File: src/rtl/seq_divider.sv
// seq_divider: 32-bit sequential restoring divider, signed or unsigned.
//
// state | meaning
// ------+----------------------------------------------------------------
// IDLE  | waiting for start; operands latched on the accepting edge
// ITER  | one restoring step per cycle while cnt < 32, then a settle cycle
// FIX   | sign correction, result registers loaded
// DONE  | done pulse for one cycle, then back to IDLE
//
// Fixed latency: start sampled at edge E0 gives done high after edge E0+34.
// b == 0 needs no special path: the restoring loop naturally produces an
// all-ones quotient and a remainder equal to |a|, and the usual sign fix
// turns that remainder back into the original a.
module seq_divider (
    input  logic        clk_i,
    input  logic        rst_i,
    input  logic        start,
    input  logic        signedOp,
    input  logic [31:0] a,
    input  logic [31:0] b,
    output logic        busy,
    output logic        done,
    output logic [31:0] quotient,
    output logic [31:0] remainder,
    output logic        divByZero
);

    typedef enum logic [1:0] {
        IDLE = 2'd0,
        ITER = 2'd1,
        FIX  = 2'd2,
        DONE = 2'd3
    } state_t;

    state_t      state_q, state_d;
    logic [5:0]  cnt_q, cnt_d;
    // Dividend magnitude shifts out of the MSB while quotient bits enter the LSB.
    logic [31:0] dvd_q, dvd_d;
    logic [31:0] dvs_q, dvs_d;
    logic [32:0] rem_q, rem_d;
    logic        sgn_op_q, sgn_op_d;
    logic        neg_rem_q, neg_rem_d;
    logic        neg_quo_q, neg_quo_d;
    logic        dbz_q, dbz_d;
    logic [31:0] quo_out_q, quo_out_d;
    logic [31:0] rem_out_q, rem_out_d;
    logic        dbz_out_q, dbz_out_d;

    logic [31:0] a_mag;
    logic [31:0] b_mag;
    logic [33:0] trial;
    logic [33:0] diff;

    assign a_mag = (signedOp && a[31]) ? (~a + 32'd1) : a;
    assign b_mag = (signedOp && b[31]) ? (~b + 32'd1) : b;

    // One restoring step: shift next dividend bit in, trial-subtract divisor.
    assign trial = {rem_q, dvd_q[31]};
    assign diff  = trial - {2'b00, dvs_q};

    // State and datapath registers with synchronous reset.
    always_ff @(posedge clk_i) begin
        if (rst_i) begin
            state_q   <= IDLE;
            cnt_q     <= '0;
            dvd_q     <= '0;
            dvs_q     <= '0;
            rem_q     <= '0;
            sgn_op_q  <= 1'b0;
            neg_rem_q <= 1'b0;
            neg_quo_q <= 1'b0;
            dbz_q     <= 1'b0;
            quo_out_q <= '0;
            rem_out_q <= '0;
            dbz_out_q <= 1'b0;
        end else begin
            state_q   <= state_d;
            cnt_q     <= cnt_d;
            dvd_q     <= dvd_d;
            dvs_q     <= dvs_d;
            rem_q     <= rem_d;
            sgn_op_q  <= sgn_op_d;
            neg_rem_q <= neg_rem_d;
            neg_quo_q <= neg_quo_d;
            dbz_q     <= dbz_d;
            quo_out_q <= quo_out_d;
            rem_out_q <= rem_out_d;
            dbz_out_q <= dbz_out_d;
        end
    end

    // Next-state and datapath updates; everything holds unless a state acts.
    always_comb begin
        state_d   = state_q;
        cnt_d     = cnt_q;
        dvd_d     = dvd_q;
        dvs_d     = dvs_q;
        rem_d     = rem_q;
        sgn_op_d  = sgn_op_q;
        neg_rem_d = neg_rem_q;
        neg_quo_d = neg_quo_q;
        dbz_d     = dbz_q;
        quo_out_d = quo_out_q;
        rem_out_d = rem_out_q;
        dbz_out_d = dbz_out_q;

        unique case (state_q)
            IDLE: begin
                if (start) begin
                    dvd_d     = a_mag;
                    dvs_d     = b_mag;
                    rem_d     = '0;
                    cnt_d     = '0;
                    sgn_op_d  = signedOp;
                    neg_rem_d = a[31];
                    neg_quo_d = a[31] ^ b[31];
                    dbz_d     = (b == 32'd0);
                    state_d   = ITER;
                end
            end
            ITER: begin
                if (cnt_q == 6'd32) begin
                    state_d = FIX;
                end else begin
                    if (!diff[33]) begin
                        rem_d = diff[32:0];
                        dvd_d = {dvd_q[30:0], 1'b1};
                    end else begin
                        rem_d = trial[32:0];
                        dvd_d = {dvd_q[30:0], 1'b0};
                    end
                    cnt_d = cnt_q + 6'd1;
                end
            end
            FIX: begin
                if (sgn_op_q && neg_quo_q && !dbz_q) begin
                    quo_out_d = ~dvd_q + 32'd1;
                end else begin
                    quo_out_d = dvd_q;
                end
                if (sgn_op_q && neg_rem_q) begin
                    rem_out_d = ~rem_q[31:0] + 32'd1;
                end else begin
                    rem_out_d = rem_q[31:0];
                end
                dbz_out_d = dbz_q;
                state_d   = DONE;
            end
            DONE: begin
                state_d = IDLE;
            end
            default: begin
                state_d = IDLE;
            end
        endcase
    end

    assign busy      = (state_q == ITER) || (state_q == FIX);
    assign done      = (state_q == DONE);
    assign quotient  = quo_out_q;
    assign remainder = rem_out_q;
    assign divByZero = dbz_out_q;

endmodule
File: config.mk
export PLATFORM = sky130hd
export DESIGN_NAME = seq_divider
export DESIGN_NICKNAME = d
export VERILOG_FILES = /design/src/rtl/seq_divider.sv
export SDC_FILE = /design/constraint.sdc
export NUM_CORES = 1
export LEC_CHECK = 0
export CAP_MARGIN = 10
export CORE_MARGIN = 4
export CORE_UTILIZATION = 61
export DETAILED_ROUTE_END_ITERATION = 8
export PLACE_DENSITY = 0.95
export SLEW_MARGIN = 40
export SYNTH_ARGS = -nofsm -noshare
export SYNTH_HDL_FRONTEND = slang
export SYNTH_SLANG_ARGS = --single-unit
File: constraint.sdc
create_clock -name clk_i -period 7.7 [get_ports clk_i]
set_input_delay 1.54 -clock clk_i [delete_from_list [all_inputs] [get_ports clk_i]]
set_output_delay 1.54 -clock clk_i [all_outputs]
set_load 0.02 [all_outputs]
==> flow_summary.ini <==
[critical_path]
critPathMaxFanout = 5
crit_type = in -> reg
crit_path_start_kind = primary input
max_stage_delay_ns = 0.58
cp_cell_sequence = clkdlybuf4s50_1 > or4_1 > or3_1 > nor3_2 > nand2_1 > o41ai_2 > xor2_1 > o21ai_1 > nand2_1 > a21oi_1
r2r_setup_slack_ns = 3.98
end_kind = flip-flop
cp.arrival_ns = 4.30
crit_slowest_cell = or4_1
crit_buf_inv = 1
crit_family = simple AND/OR/NAND/NOR gates
cp.required_ns = 8.00
timing.rr.end = rem_q[24]
cp_common_cell = nand2_1
r2r_cells = 10
worstReg2RegStart = rem_q[23]

[timing]
min_period_ns = 4.00
hold_viol = 0
finalSetupTns_ns = 0
maxSlewHeadroom_pct = 43.7
finalSetupViolCount = 0
slew_viol_final = 0
worst_pin_slew_ns = 0.844
finClkSkew_ns = 0.0105
period_share_pct = 52.0
rsz0062_at_grt = false
clock.fmax_mhz = 250

[global_routing]
grt_pass1_wl_um = 49000
grt_max_degree = 112
overflow = 0
antenna_found_initial = 0
grtUsageTotal_pct = 29.0
grt_pass1_vias = 9856

[min_path]
whs_endpoint = dvs_q[31]
min_from = dvs_q[31]
hp-class = reg -> reg
hold_depth = 2

[die]
die_h_um = 143
initial_core_util_pct = 62.2
rows = 49
core_area_um2 = 18000
dieWidth_um = 143
ios = 135
die-area_um2 = 20500

[layout]
syn_to_final_growth_pct = 17.5
filler_cell_count = 1320
layout.cells.non_filler = 1773
layout.nets = 1644
antennaDiodeCount = 0
postLayoutCoreUtil_pct = 73.1
stdcell_area_um2 = 13100
layout-drive-gt1-share_pct = 5.38

[clock_network]
cts_hold_repair.buffers = 0
cts_resized = 0
cts_max_path_buffers = 2
cts_tree = yes
cts_root_buffer = clkbuf_16
htreeDepth = 4
cts.reportedPaths.clkPinSlew_ns = 0.07
clock_latency_ns = 0.44
clkSinkCount = 174
postCtsSetupRepairBufs = 0
cts_made_buffers = 17

[pwr]
power_density_nw_per_um2 = 321
leakagePower_nw = 4.74
peakVddDrop_mv = 0.305

[synth]
ys.flop_type = dfxtp_1
synth_edf_count = 0
ys_seq_area_share_pct = 31.2
synth_nets = 1570
async_flop_share_pct = 0
synth_seq_cells = 174
netlist_instances = 1458
syn_avg_cell_area_um2 = 7.66
yosys_warnings = 0
yosysUniqueCellTypes = 77
syn-cell-area_um2 = 11200

[placed_design]
dp_hpwl_um = 21600
dpl-instance-area_um2 = 12500
gp_congestion = 0.972
dp.cells = 1742
portBuffers = 134

[route]
vias = 10900
ant_nets = 0
drt_iter0_markers = 1339
via_per_inst = 6.17
wl_um = 30300
dr.pass1.iters = 8
remaining_drc_errors = 0
wl_per_cell_um = 17.1

[run_status]
outcome = finished, final reports clean

[run]
drv_cap = 0
-- cell type report --
| class | count | area, µm² | share of cell area, % |
|---|---|---|---|
| clock buffers | 21 | 470 | 3.59 |
| clock inverters | 10 | 104 | 0.791 |
| inverters | 64 | 240 | 1.83 |
| multi-input cells | 1132 | 7130 | 54.3 |
| flip-flops and latches | 174 | 3480 | 26.5 |
| well taps | 229 | 287 | 2.18 |
| repair buffers | 143 | 1410 | 10.8 |
-- sequential cells by signal, summed over array words and instances (netlist names) --
name,cells
rem_q,33
neg_quo_q,1
divByZero,1
quotient,32
state_q,2
dvd_q,32
dbz_q,1
cnt_q,6
remainder,32
dvs_q,32
sgn_op_q,1
neg_rem_q,1
-- per-layer routing --
layer	vias up	wire, µm	GRT usage (%)
met3	79	2720	4.52
met2	582	13700	46.7
met1	5028	13300	40.4
li1	5254	-	-
met5	-	0	0
met4	0	661	8.62
-- worst max path at each step --
stage / start / endpoint / slack (ns) / cells after the start
6_report: a[14] / dvd_q[29] / 3.70 / 10
5_1_grt: b[0] / dvs_q[26] / 3.32 / 11
4_1_cts: b[0] / dvs_q[26] / 3.74 / 11
3_5_place_dp: b[0] / dvs_q[26] / 3.29 / 11
3_3_place_gp: b[0] / dvs_q[26] / 3.46 / 11
2_1_floorplan: b[0] / dvs_q[26] / 4.16 / 10
-- stage by stage --
step / worst slack (ns) / hold WS (ns) / power, W
6_report: 3.70 / 0.458 / 0.00421
5_1_grt: 3.32 / 0.485 / 0.00446
4_1_cts: 3.74 / 0.457 / 0.00417
3_5_place_dp: 3.29 / 0.447 / 0.00331
3_3_place_gp: 3.46 / 0.442 / 0.00325
2_1_floorplan: 4.16 / 0.432 / 0.00272
-- cell families (layout without fill, tap and decap cells) --
group                      Yosys count  count (layout)  share of synthesized area [%]
AOI/OAI and AO/OA                  403             403                           22.8
and+or+nand+nor                    502             502                           20.9
muxes                               37              37                           3.32
adders and majority gates           44              44                           5.00
buffers and inverters              152             238                           5.28
DFF                                174             174                           31.2
xor gates and xnor gates           146             146                           11.5
-- synth_stat cells, types with 18 or more instances --
master	count	area, µm²
o31ai_1	18	135
nor2_1	180	676
clkbuf_1	70	263
a21oi_1	118	591
ha_1	43	538
inv_1	64	240
nand2_1	176	661
nor3_1	23	115
xnor2_1	73	639
mux2i_1	37	370
o21ai_1	20	100
xor2_1	72	631
o21ai_0	93	465
a211oi_1	71	533
or3_1	19	119
dfxtp_1	174	3480
-- worst register-to-register path, delay by kind of cell, from the launching register on --
kind / cells / cell delay [ns]
AO/OA/AOI/OAI: 5 / 1.07
AND/OR/NAND/NOR: 2 / 0.90
flip-flops: 1 / 0.57
buffers and inverters: 1 / 0.45
adder cells (fa/ha/maj): 1 / 0.40
XOR/XNOR: 1 / 0.25
-- power breakdown --
group | switching (W) | total [W] | internal, W
clock | 0.000377 | 0.000851 | 0.000474
combinational | 0.00124 | 0.00204 | 0.000794
sequential | 0.000199 | 0.00132 | 0.00112
-- layout by cell type (no fill, tap or decap), drive strengths merged, types with 17 or more instances in the layout --
cell type / Yosys / final
nor2: 182 / 182
nand2: 177 / 177
dfxtp: 174 / 174
clkdlybuf4s50: 0 / 133
a21oi: 123 / 123
o21ai: 114 / 114
xnor2: 74 / 74
xor2: 72 / 72
a211oi: 72 / 72
inv: 64 / 67
ha: 43 / 43
mux2i: 37 / 37
nor3: 24 / 24
clkbuf: 70 / 22
or3: 20 / 20
o31ai: 20 / 20
nor4: 17 / 17
(Power assumes the default switching activity.)
